## config.mk

```make
export PLATFORM = sky130hd
export DESIGN_NAME = gnn_phase_scheduler_flat
export DESIGN_NICKNAME = d
export VERILOG_FILES = /design/src/rtl/gnn_phase_scheduler_if.sv /design/src/rtl/gnn_phase_scheduler.sv /design/src/flat_wrapper.sv
export SDC_FILE = /design/constraint.sdc
export NUM_CORES = 1
export LEC_CHECK = 0
export CORE_MARGIN = 10
export CORE_UTILIZATION = 42
export CTS_BUF_LIST = sky130_fd_sc_hd__clkbuf_16
export CTS_CLUSTER_SIZE = 40
export DETAILED_ROUTE_END_ITERATION = 16
export GPL_TIMING_DRIVEN = 0
export PLACE_DENSITY = 0.73
export SYNTH_ARGS = -nofsm -noshare
export SYNTH_HDL_FRONTEND = slang
export SYNTH_SLANG_ARGS = --single-unit
```

## constraint.sdc

```tcl
create_clock -name clk -period 1.5 [get_ports clk]
set_input_delay 0.3 -clock clk [delete_from_list [all_inputs] [get_ports clk]]
set_output_delay 0.3 -clock clk [all_outputs]
set_load 0.02 [all_outputs]
```

## src/rtl/gnn_phase_scheduler_if.sv

```systemverilog
// Signal bundle between a frame requester (master) and the phase scheduler (slave).
// It also carries the engine-side operand select and the completion pulses.
interface gnn_phase_scheduler_if #(
  parameter int NUM_NODES = 4,
  parameter int DROP_W    = 8
) ();
  localparam int NODE_W = (NUM_NODES > 1) ? $clog2(NUM_NODES) : 1;

  logic                 in_ready;
  logic [NUM_NODES-1:0] node_mask;
  logic                 stall;
  logic [NODE_W-1:0]    eng_node;
  logic [2:0]           eng_state;
  logic                 eng_valid;
  logic [NUM_NODES-1:0] out_ready;
  logic                 frame_done;
  logic                 busy;
  logic [DROP_W-1:0]    drop_cnt;

  modport master (
    output in_ready, node_mask, stall,
    input  eng_node, eng_state, eng_valid, out_ready, frame_done, busy, drop_cnt
  );

  modport slave (
    input  in_ready, node_mask, stall,
    output eng_node, eng_state, eng_valid, out_ready, frame_done, busy, drop_cnt
  );
endinterface

```

## src/rtl/gnn_phase_scheduler.sv

```systemverilog
// Time-multiplexes one shared DNN engine across the active graph nodes of a frame.
// Scheduling is phase-major: every node finishes a phase before any node starts the next phase.
module gnn_phase_scheduler #(
  parameter int NUM_NODES = 4,
  parameter int DROP_W    = 8
) (
  input logic                    clk,
  input logic                    rst,
  gnn_phase_scheduler_if.slave   bus
);
  localparam int NODE_W = (NUM_NODES > 1) ? $clog2(NUM_NODES) : 1;

  typedef enum logic [2:0] {
    IDLE      = 3'd0,
    Y4Y5_MUL  = 3'd1,
    Y6Y7_MUL  = 3'd2,
    FINAL_ADD = 3'd3,
    OUT_MUL   = 3'd4
  } phase_e;

  phase_e               state_q;
  logic [NODE_W-1:0]    node_q;
  logic [NUM_NODES-1:0] mask_q;
  logic [NUM_NODES-1:0] outReady_q;
  logic                 frameDone_q;
  logic                 inReadyPrev_q;
  logic [DROP_W-1:0]    dropCnt_q;

  logic [NODE_W-1:0]    firstNew_d;
  logic [NODE_W-1:0]    firstLatched_d;
  logic [NODE_W-1:0]    nextHigher_d;
  logic                 hasHigher_d;
  logic                 start;
  logic                 engValid;

  assign start    = bus.in_ready & ~inReadyPrev_q;
  assign engValid = (state_q != IDLE) & ~bus.stall;

  // Descending scan so the last hit is the lowest qualifying node.
  always_comb begin
    firstNew_d     = '0;
    firstLatched_d = '0;
    nextHigher_d   = '0;
    hasHigher_d    = 1'b0;
    for (int i = NUM_NODES - 1; i >= 0; i--) begin
      if (bus.node_mask[i]) firstNew_d = NODE_W'(i);
      if (mask_q[i]) firstLatched_d = NODE_W'(i);
      if (mask_q[i] && (i > int'(node_q))) begin
        nextHigher_d = NODE_W'(i);
        hasHigher_d  = 1'b1;
      end
    end
  end

  always_ff @(posedge clk) begin
    if (rst) begin
      state_q       <= IDLE;
      node_q        <= '0;
      mask_q        <= '0;
      outReady_q    <= '0;
      frameDone_q   <= 1'b0;
      inReadyPrev_q <= 1'b0;
      dropCnt_q     <= '0;
    end else begin
      inReadyPrev_q <= bus.in_ready;
      outReady_q    <= '0;
      frameDone_q   <= 1'b0;

      if (engValid) begin
        if (state_q == OUT_MUL) outReady_q <= NUM_NODES'(1) << node_q;
        if (hasHigher_d) begin
          node_q <= nextHigher_d;
        end else begin
          node_q <= firstLatched_d;
          unique case (state_q)
            Y4Y5_MUL:  state_q <= Y6Y7_MUL;
            Y6Y7_MUL:  state_q <= FINAL_ADD;
            FINAL_ADD: state_q <= OUT_MUL;
            OUT_MUL: begin
              state_q     <= IDLE;
              node_q      <= '0;
              frameDone_q <= 1'b1;
            end
            default:   state_q <= IDLE;
          endcase
        end
      end

      // An empty mask completes immediately without ever engaging the engine.
      if (start) begin
        if (state_q == IDLE) begin
          mask_q <= bus.node_mask;
          if (bus.node_mask == '0) begin
            frameDone_q <= 1'b1;
          end else begin
            state_q <= Y4Y5_MUL;
            node_q  <= firstNew_d;
          end
        end else if (dropCnt_q != {DROP_W{1'b1}}) begin
          dropCnt_q <= dropCnt_q + DROP_W'(1);
        end
      end
    end
  end

  assign bus.eng_state  = state_q;
  assign bus.eng_node   = node_q;
  assign bus.eng_valid  = engValid;
  assign bus.out_ready  = outReady_q;
  assign bus.frame_done = frameDone_q;
  assign bus.busy       = (state_q != IDLE);
  assign bus.drop_cnt   = dropCnt_q;
endmodule
```

## src/flat_wrapper.sv

```systemverilog
// flat-port wrapper written by rule: the top's interface ports become plain ports
module gnn_phase_scheduler_flat 
#(
  parameter int NUM_NODES = 4,
  parameter int DROP_W    = 8
)
  (clk, rst, bus_in_ready, bus_node_mask, bus_stall, bus_eng_node, bus_eng_state, bus_eng_valid, bus_out_ready, bus_frame_done, bus_busy, bus_drop_cnt);
  gnn_phase_scheduler_if #(.NUM_NODES(NUM_NODES), .DROP_W(DROP_W)) bus_i ();
  input logic clk;
  input logic rst;
  input wire logic [$bits(bus_i.in_ready)-1:0] bus_in_ready;
  input wire logic [$bits(bus_i.node_mask)-1:0] bus_node_mask;
  input wire logic [$bits(bus_i.stall)-1:0] bus_stall;
  output wire logic [$bits(bus_i.eng_node)-1:0] bus_eng_node;
  output wire logic [$bits(bus_i.eng_state)-1:0] bus_eng_state;
  output wire logic [$bits(bus_i.eng_valid)-1:0] bus_eng_valid;
  output wire logic [$bits(bus_i.out_ready)-1:0] bus_out_ready;
  output wire logic [$bits(bus_i.frame_done)-1:0] bus_frame_done;
  output wire logic [$bits(bus_i.busy)-1:0] bus_busy;
  output wire logic [$bits(bus_i.drop_cnt)-1:0] bus_drop_cnt;
  assign bus_i.in_ready = bus_in_ready;
  assign bus_i.node_mask = bus_node_mask;
  assign bus_i.stall = bus_stall;
  assign bus_eng_node = bus_i.eng_node;
  assign bus_eng_state = bus_i.eng_state;
  assign bus_eng_valid = bus_i.eng_valid;
  assign bus_out_ready = bus_i.out_ready;
  assign bus_frame_done = bus_i.frame_done;
  assign bus_busy = bus_i.busy;
  assign bus_drop_cnt = bus_i.drop_cnt;
  gnn_phase_scheduler #(.NUM_NODES(NUM_NODES), .DROP_W(DROP_W)) u_core (.clk(clk), .rst(rst), .bus(bus_i));
endmodule
```

==> flow_metrics.py, run 1 <==
metrics = {
    "global_routing": {
        "grt_pass1_wl_microns": 5350,
        "grt_util_all_layers": 0.121,
        "grt_pass1_vias": 1205,
        "gr-total-overflow": 0,
        "grt_max_degree": 13,
        "antenna_found_initial": 0,
    },
    "worst_setup_path": {
        "arrival_ns": 1.71,
        "worstPathCellList": "nor3_4 -> buf_6 -> or3_4 -> or4_4 -> a21oi_2",
        "end_kind": "flip-flop",
        "path_class": "reg -> reg",
        "path_max_fanout": 6,
        "slowest_delay_ns": 0.42,
        "crit_path_top_delay_cell": "or4_4",
        "start_kind": "flip-flop",
        "cp.required_ns": 1.68,
    },
    "cells_and_area": {
        "drive_gt1_frac": 0.281,
        "n_antenna_cell": 0,
        "final_core_util": 0.685,
        "fill_cells": 216,
        "multi_input_area_sq_um": 703,
        "layout.nets": 188,
        "area_growth_pct": 56.2,
        "seq_area_sq_um": 482,
        "final_cells": 208,
        "final_area_sq_um": 1700,
    },
    "detailed_routing": {
        "final_antenna_net_count": 0,
        "vias": 1172,
        "avgViaCountPerCell": 5.63,
        "drt_iter0_markers": 72,
        "drt_wl_total_microns": 3070,
        "drc_errors": 0,
        "post_drt_wl_per_cell_microns": 14.7,
        "drt_first_pass_iters": 4,
    },
    "timing": {
        "fin_tns_setup_ns": -0.0402,
        "hold_viol_final": 0,
        "fmax_ghz": 0.656,
        "relSlewSlack": 0.691,
        "fin_crit_sh": 1.02,
        "drv_slew": 0,
        "fin_hold_ws_ns": 0.451,
        "rsz0062_at_grt": "yes",
        "finClkSkew_ns": 0.00156,
        "setup_viol": 2,
        "finalWorstSetupSlack_ns": -0.0240,
        "period_needed_ns": 1.52,
        "tightestPinTransition_ns": 0.459,
    },
    "placed_design": {
        "hpwl_microns": 2150,
        "dpl-instance-area_sq_um": 1420,
        "pre_cts_ws_ns": -0.676,
        "place.gp.congestion": 0.801,
        "numPortBuffers": 27,
        "dp.cells": 189,
    },
    "yosys": {
        "synth-main-ff-cell": "dfxtp_1",
        "ys_warn_count": 0,
        "synth_edf_count": 0,
        "synthesis.nets": 141,
        "async_flop_share": 0,
        "yosysSeqAreaShare": 0.424,
        "syn-cell-area_sq_um": 1090,
        "syn-instance-count": 132,
        "synth.distinct_cells": 34,
        "syn_avg_cell_area_sq_um": 8.23,
        "ys_ff_latch": 23,
    },
    "clocking": {
        "cts_root_buffer": "clkbuf_16",
        "clock_sinks": 23,
        "h-tree-depth": 1,
        "clk_latency_ns": 0.25,
        "cts_tree": "yes",
        "cts_inserted_buffers": 3,
        "cts-hold-fix-buffers": 0,
        "cts_buffer_depth": 2,
        "cts.clk_slew.worst_paths_ns": 0.06,
    },
    "power_and_ir_drop": {
        "leakagePower_nw": 0.719,
        "power_frac_comb": 0.172,
        "finalPower_mw": 1.47,
        "p_seq_frac": 0.444,
        "p_int_mw": 1.10,
        "vdd_drop_max_mv": 0.689,
        "p_sw_uw": 371,
        "powerDensity_nw_per_um2": 864,
        "pwr-share-clk": 0.383,
        "p_sw_frac": 0.253,
    },
    "die": {
        "rows": 18,
        "initial_utilization": 0.438,
        "die_width_microns": 70.9,
        "boundaryPins": 28,
        "die_h_microns": 70.9,
        "core_area_sq_um": 2480,
        "die_area_sq_um": 5020,
    },
    "run": {
        "cap_viol_max_count": 0,
    },
    "outcome": {
        "failed_checks": "negative setup slack",
        "outcome": "finished, violations left",
    },
    "hold_path": {
        "hp-class": "in -> reg",
    },
}
[worst max-delay path, delay by kind of cell (launching register included)]
family | cells | cell delay (ns)
flops | 1 | 0.36
compound gates | 1 | 0.11
buf+inv | 1 | 0.13
simple gates | 3 | 0.85
[path summary, 6_finish.rpt]
check	depth (start not counted)	slack, ns	from	to
worst min register to register	2	0.48	u_core.mask_q[2]	u_core.mask_q[2]
worst max register to register	5	-0.02	u_core.bus.eng_state[2]	u_core.bus.eng_state[2]
worst max-delay path	5	-0.02	u_core.bus.eng_state[2]	u_core.bus.eng_state[2]
worst min-delay path	2	0.45	bus_in_ready	u_core.inReadyPrev_q
[registers in the layout (all words and copies together), names as in the netlist]
register,flops
u_core.mask_q,4
u_core.bus.eng_node,2
u_core.bus.frame_done,1
u_core.bus.eng_state,3
u_core.bus.drop_cnt,8
u_core.inReadyPrev_q,1
u_core.bus.out_ready,4
[cell usage after synthesis, drive strengths merged (2+ instances only)]
library cell / number / area, sq um
xor2: 2 / 17.5
or4: 4 / 30.0
nor2: 14 / 52.6
o2111ai: 2 / 17.5
dfxtp: 23 / 460
nand2: 18 / 67.6
nor4: 2 / 12.5
clkbuf: 2 / 7.51
nor2b: 4 / 25.0
nor3: 5 / 36.3
or3: 3 / 23.8
nor3b: 4 / 30.0
inv: 6 / 22.5
o21ai: 9 / 45.0
a31oi: 3 / 18.8
mux2i: 2 / 20.0
nand3: 4 / 20.0
a21oi: 11 / 55.1
[cell usage in the layout, fill, tap and decap left out, types with 3 or more instances in the layout]
master / count
dlygate4sd2_1: 18
nand2_1: 17
dfxtp_1: 16
buf_4: 14
nor2_1: 12
a21oi_1: 9
o21ai_0: 9
inv_1: 6
clkdlybuf4s50_1: 6
dfxtp_4: 5
nor3_1: 4
or4_4: 4
clkbuf_2: 3
nor3b_1: 3
nor2b_1: 3
nand3_1: 3
clkbuf_16: 3
[power by group through the flow]
| stage | clock network (mW) | logic, mW | registers [mW] |
|---|---|---|---|
| finish | 0.562 | 0.252 | 0.652 |
| global route | 0.596 | 0.277 | 0.655 |
| CTS | 0.573 | 0.229 | 0.651 |
| detailed placement | 0 | 0.196 | 0.670 |
| global placement | 0 | 0.192 | 0.668 |
| floorplan | 0 | 0.103 | 0.677 |
[layout make-up]
| type | count | share of cell area |
|---|---|---|
| plain buffers | 2 | 0.00590 |
| multi-input cells | 101 | 0.414 |
| flip-flops and latches | 23 | 0.284 |
| clock buffers | 3 | 0.0442 |
| clock inverters | 1 | 0.00221 |
| repair buffers | 42 | 0.214 |
| inverters | 6 | 0.0133 |
| well taps | 30 | 0.0221 |
[kinds of logic (layout without fill, tap and decap cells)]
kind of cell / after synthesis / in the layout / share of synthesized area
and+or+nand+nor: 61 / 61 / 0.294
DFF: 23 / 23 / 0.424
muxes: 3 / 3 / 0.0288
AOI/OAI and AO/OA: 34 / 34 / 0.198
adders and majority gates: 1 / 1 / 0.0115
buffers and inverters: 8 / 54 / 0.0277
xor gates and xnor gates: 2 / 2 / 0.0161
[layer usage]
layer / wire, microns / part of all wire / GRT usage / up-vias
met5: 0 / 0 / 0 / -
met4: 52 / 0.017 / 0.0452 / 0
met3: 272 / 0.089 / 0.0516 / 8
met2: 1550 / 0.50 / 0.214 / 43
met1: 1190 / 0.39 / 0.125 / 546
li1: - / - / - / 575
[repair_timing]
| action | CTS | global route |
|---|---|---|
| endpoints found under the hold margin | 0 | 0 |
| pin swaps | 8 | 9 |
| buffers inserted | 12 | 3 |
| setup endpoints to repair | 32 | 14 |
| gates resized for setup | 40 | 13 |
No activity file was read; power rests on OpenSTA's default activity.
==> run 2, diff against run 1 <==
--- a/config.mk
+++ b/config.mk
@@ -5,6 +5,7 @@
 export SDC_FILE = /design/constraint.sdc
 export NUM_CORES = 1
 export LEC_CHECK = 0
+export CORE_ASPECT_RATIO = 1.25
 export CORE_MARGIN = 10
 export CORE_UTILIZATION = 42
 export CTS_BUF_LIST = sky130_fd_sc_hd__clkbuf_16
==> run 2 against run 1 <==
The run still ends with negative setup slack left. Critical path depth stayed put. First-iteration DRC count is 42% lower. Utilization is 3.6 points higher. Global-route usage is 2.3 points higher. Count of clock-buffer cells in the layout stayed put. Routed wire length is 17% higher. Sequential share of layout area is 1.1 points lower. Critical path type unchanged. Largest cell class unchanged.
==> flow_metrics.py, run 2 (synthesis gave the netlist of run 1 again) <==
metrics = {
    "timing": {
        "finClkSkew_ns": 0.00394,
        "finalWorstSetupSlack_ns": -0.0676,
        "tightestPinTransition_ns": 0.351,
        "rsz0062_at_grt": "yes",
        "drv_slew": 0,
        "fin_hold_ws_ns": 0.367,
        "period_needed_ns": 1.57,
        "fin_tns_setup_ns": -0.223,
        "relSlewSlack": 0.764,
        "hold_viol_final": 0,
        "fmax_ghz": 0.638,
        "setup_viol": 5,
        "fin_crit_sh": 1.05,
    },
    "die": {
        "rows": 20,
        "die_area_sq_um": 5030,
        "die_width_microns": 65.5,
        "core_area_sq_um": 2450,
        "boundaryPins": 28,
        "initial_utilization": 0.443,
        "die_h_microns": 76.9,
    },
    "detailed_routing": {
        "vias": 1227,
        "avgViaCountPerCell": 5.76,
        "drt_first_pass_iters": 4,
        "drt_wl_total_microns": 3570,
        "post_drt_wl_per_cell_microns": 16.8,
        "drt_iter0_markers": 42,
        "final_antenna_net_count": 0,
        "drc_errors": 0,
    },
    "clocking": {
        "cts_tree": "yes",
        "cts.clk_slew.worst_paths_ns": 0.06,
        "cts_root_buffer": "clkbuf_16",
        "cts_inserted_buffers": 3,
        "h-tree-depth": 1,
        "clock_sinks": 23,
        "cts-hold-fix-buffers": 0,
        "clk_latency_ns": 0.26,
        "cts_buffer_depth": 2,
    },
    "cells_and_area": {
        "final_common_cell": "dlygate4sd2_1",
        "final_cell_mix": "dlygate4sd2_1, nand2_1, dfxtp_1",
        "layout.nets": 190,
        "area_growth_pct": 62.7,
        "drive_gt1_frac": 0.333,
        "final_core_util": 0.720,
        "largest_reg_flops": 8,
        "n_antenna_cell": 0,
    },
    "worst_setup_path": {
        "path_class": "reg -> reg",
        "cp.required_ns": 1.68,
        "path_max_fanout": 6,
        "start_kind": "flip-flop",
        "end_kind": "flip-flop",
        "arrival_ns": 1.75,
    },
    "outcome": {
        "outcome": "finished, violations left",
        "failed_checks": "negative setup slack",
    },
    "power_and_ir_drop": {
        "finalPower_mw": 1.51,
        "powerDensity_nw_per_um2": 853,
        "vdd_drop_max_mv": 0.649,
        "leakagePower_nw": 0.735,
    },
    "global_routing": {
        "grt_pass1_vias": 1229,
        "grt_max_degree": 14,
        "grt_pass1_wl_microns": 5890,
        "grt_util_all_layers": 0.144,
        "gr-total-overflow": 0,
        "antenna_found_initial": 0,
    },
    "placed_design": {
        "place.gp.congestion": 0.880,
        "numPortBuffers": 27,
        "pre_cts_ws_ns": -0.607,
        "hpwl_microns": 2290,
    },
    "hold_path": {
        "hp-class": "in -> reg",
    },
    "run": {
        "cap_viol_max_count": 0,
    },
}
==> run 2: cell count changes in the layout (fill, tap and decap cells not counted), moves of 2 or more <==
cell,delta
nor2_2,-2
nor3_2,+2
o21ai_1,+2
o21ai_0,-2
nor3_1,-2
buf_2,+2
==> run 2: area by class of cell <==
class / instances / area, sq um
multi-input cells: 101 / 756
plain buffers: 2 / 10.0
repair buffers: 44 / 375
well taps: 33 / 41.3
clock buffers: 3 / 75.1
clock inverters: 1 / 5.00
fillers: 200 / 686
flip-flops and latches: 23 / 482
inverters: 6 / 22.5
==> run 2: routing by layer <==
metal	GRT usage	part of all wire	vias to the layer above
li1	-	-	580
met1	0.149	0.37	586
met2	0.257	0.53	50
met3	0.0451	0.066	11
met4	0.0579	0.030	0
met5	0	0	-
==> run 2: path summary, 6_finish.rpt <==
path / slack (ns) / end / startpoint / depth (start not counted)
worst max-delay path: -0.07 / u_core.bus.eng_node[0] / u_core.bus.eng_state[2] / 5
worst min-delay path: 0.37 / u_core.mask_q[3] / bus_node_mask[3] / 3
worst max register to register: -0.07 / u_core.bus.eng_node[0] / u_core.bus.eng_state[2] / 5
worst min register to register: 0.50 / u_core.mask_q[2] / u_core.mask_q[2] / 2
==> run 2: stage by stage <==
step / cell area (sq um) / cells
floorplan: 1110 / 132
global placement: 1420 / 192
detailed placement: 1420 / 192
CTS: 1650 / 208
global route: 1770 / 213
finish: 1770 / 213
==> run 2: power breakdown <==
group	switching [mW]	internal, mW	leakage [nW]
clock	0.227	0.359	0.0409
sequential	0.0280	0.627	0.191
combinational	0.155	0.112	0.503
total	0.410	1.10	0.735
==> run 2: timing repair <==
item | 4_1_cts | 5_1_grt
gates resized for setup | 45 | 19
gates cloned | 0 | 0
buffers inserted | 12 | 5
pin swaps | 6 | 10
setup endpoints to repair | 32 | 13
==> run 2: critical path, cell delays in order (launching register included) <==
cell     delay [ns]
dfxtp_4        0.36
nor3_4         0.27
buf_6          0.16
nand2_4        0.06
or4_4          0.49
a22oi_2        0.14
==> run 3, diff against run 2 <==
--- a/config.mk
+++ b/config.mk
@@ -7,12 +7,13 @@
 export LEC_CHECK = 0
 export CORE_ASPECT_RATIO = 1.25
 export CORE_MARGIN = 10
-export CORE_UTILIZATION = 42
+export CORE_UTILIZATION = 47
 export CTS_BUF_LIST = sky130_fd_sc_hd__clkbuf_16
 export CTS_CLUSTER_SIZE = 40
 export DETAILED_ROUTE_END_ITERATION = 16
 export GPL_TIMING_DRIVEN = 0
-export PLACE_DENSITY = 0.73
+export PLACE_DENSITY = 0.77
 export SYNTH_ARGS = -nofsm -noshare
 export SYNTH_HDL_FRONTEND = slang
 export SYNTH_SLANG_ARGS = --single-unit
+export TNS_END_PERCENT = 5
==> constraint.sdc (replaced) <==
create_clock -name clk -period 1.6 [get_ports clk]
set_input_delay 0.32 -clock clk [delete_from_list [all_inputs] [get_ports clk]]
set_output_delay 0.32 -clock clk [all_outputs]
set_load 0.02 [all_outputs]
==> run 3 against run 2 <==
Combinational power is 23% lower. Routed wire length decreased by 17%. Flip-flop and latch count is the same. Largest power group unchanged. Critical path depth unchanged. Count of clock-buffer cells in the layout did not move. The run still ends with negative setup slack left.
==> flow_metrics.py, run 3 (synthesis gave the netlist of run 1 again) <==
metrics = {
    "clocking": {
        "cts.clk_slew.worst_paths_ns": 0.06,
        "h-tree-depth": 1,
        "cts_root_buffer": "clkbuf_16",
        "cts-hold-fix-buffers": 0,
        "cts_inserted_buffers": 3,
        "cts_buffer_depth": 2,
        "clock_sinks": 23,
        "cts_tree": "yes",
        "clk_latency_ns": 0.26,
    },
    "timing": {
        "fin_crit_sh": 1.01,
        "finalWorstSetupSlack_ns": -0.0209,
        "finClkSkew_ns": 0.00672,
        "drv_slew": 0,
        "rsz0062_at_grt": "yes",
        "fmax_ghz": 0.617,
        "period_needed_ns": 1.62,
        "hold_viol_final": 0,
        "setup_viol": 1,
        "tightestPinTransition_ns": 0.483,
        "relSlewSlack": 0.678,
        "fin_tns_setup_ns": -0.0209,
    },
    "placed_design": {
        "place.gp.congestion": 0.821,
        "hpwl_microns": 2110,
        "numPortBuffers": 27,
        "pre_cts_ws_ns": -0.513,
    },
    "cells_and_area": {
        "final_cell_mix": "dfxtp_1, nand2_1, nor2_1, clkdlybuf4s50_1, a21oi_1",
        "layout.nets": 178,
        "area_growth_pct": 47.5,
        "n_antenna_cell": 0,
        "drive_gt1_frac": 0.185,
        "fill_cells": 194,
        "largest_reg_flops": 8,
        "final_common_cell": "dfxtp_1",
    },
    "worst_setup_path": {
        "end_kind": "flip-flop",
        "r2r_start": "u_core.bus.eng_state[2]",
        "reg2reg_slack_ns": -0.01,
        "rr_worst_depth": 5,
        "path_max_fanout": 4,
        "crit_path_start": "bus_node_mask[3]",
        "start_kind": "input pin",
        "arrival_ns": 1.80,
        "path_class": "in -> reg",
        "cp.required_ns": 1.78,
        "r2r-end": "u_core.bus.eng_node[0]",
    },
    "run": {
        "cap_viol_max_count": 0,
    },
    "die": {
        "boundaryPins": 28,
        "core_area_sq_um": 2210,
        "die_h_microns": 73.7,
        "die_width_microns": 63.0,
        "initial_utilization": 0.491,
        "rows": 19,
        "die_area_sq_um": 4650,
    },
    "hold_path": {
        "min_from": "bus_in_ready",
        "hold_depth": 2,
        "hp-class": "in -> reg",
        "holdPathEnd": "u_core.inReadyPrev_q",
    },
    "detailed_routing": {
        "avgViaCountPerCell": 5.56,
        "drt_wl_total_microns": 2950,
        "drt_first_pass_iters": 4,
        "final_antenna_net_count": 0,
        "drc_errors": 0,
        "post_drt_wl_per_cell_microns": 14.8,
        "vias": 1106,
        "drt_iter0_markers": 29,
    },
    "outcome": {
        "outcome": "finished, violations left",
        "failed_checks": "negative setup slack",
    },
    "power_and_ir_drop": {
        "vdd_drop_max_mv": 0.717,
        "leakagePower_nw": 0.676,
        "powerDensity_nw_per_um2": 848,
        "finalPower_mw": 1.36,
    },
    "global_routing": {
        "gr-total-overflow": 0,
        "antenna_found_initial": 0,
        "grt_util_all_layers": 0.124,
        "grt_pass1_wl_microns": 4830,
        "grt_pass1_vias": 1057,
        "grt_max_degree": 14,
    },
}
[run 3: how the worst max path moves through the flow]
stage                               to  slack [ns]  cells past startpoint
4_1_cts         u_core.bus.drop_cnt[6]       -0.08                      5
5_1_grt         u_core.bus.eng_node[0]       -0.08                      5
2_1_floorplan  u_core.bus.eng_state[2]       -0.07                      4
3_5_place_dp    u_core.bus.eng_node[0]       -0.51                      5
3_3_place_gp    u_core.bus.eng_node[0]       -0.49                      5
6_report        u_core.bus.eng_node[0]       -0.02                      5
[run 3: stage by stage]
stage | instance area, sq um | cells | util | hold slack, ns
6_report | 1600 | 199 | 0.724 | 0.365
5_1_grt | 1600 | 199 | 0.724 | 0.415
4_1_cts | 1540 | 197 | 0.696 | 0.490
3_5_place_dp | 1400 | 190 | 0.633 | 0.481
3_3_place_gp | 1400 | 190 | 0.633 | 0.459
2_1_floorplan | 1090 | 132 | - | 0.445
[run 3: worst max-delay path: stages]
cell             delay [ns]
clkdlybuf4s50_1        0.46
or4_4                  0.57
a31oi_4                0.17
o21ai_0                0.11
a22oi_1                0.16
[run 3: cell type report]
class | instances | area, sq um | share of cell area
Clock buffer | 3 | 75.1 | 0.0469
Tap cell | 31 | 38.8 | 0.0242
Timing Repair Buffer | 32 | 302 | 0.188
Inverter | 6 | 22.5 | 0.0141
Multi-Input combinational cell | 101 | 677 | 0.423
Clock inverter | 1 | 5.00 | 0.00312
Buffer | 2 | 8.76 | 0.00547
Sequential cell | 23 | 473 | 0.295
[run 3: timing repair]
item | 4_1_cts | 5_1_grt
resized for setup | 24 | 17
endpoints found under the setup margin | 26 | 17
setup buffers | 3 | 2
pin swaps | 7 | 4
cloned | 0 | 0
[run 3: power breakdown]
| part | internal [mW] | switching, mW |
|---|---|---|
| Sequential | 0.589 | 0.0268 |
| Combinational | 0.0847 | 0.122 |
| Clock | 0.336 | 0.201 |
[run 3: per-layer routing]
metal,up-vias,track usage,wire length (microns)
met4,0,0.0398,22
met3,4,0.0502,231
li1,555,-,-
met1,516,0.123,1170
met2,31,0.232,1530
met5,-,0,0
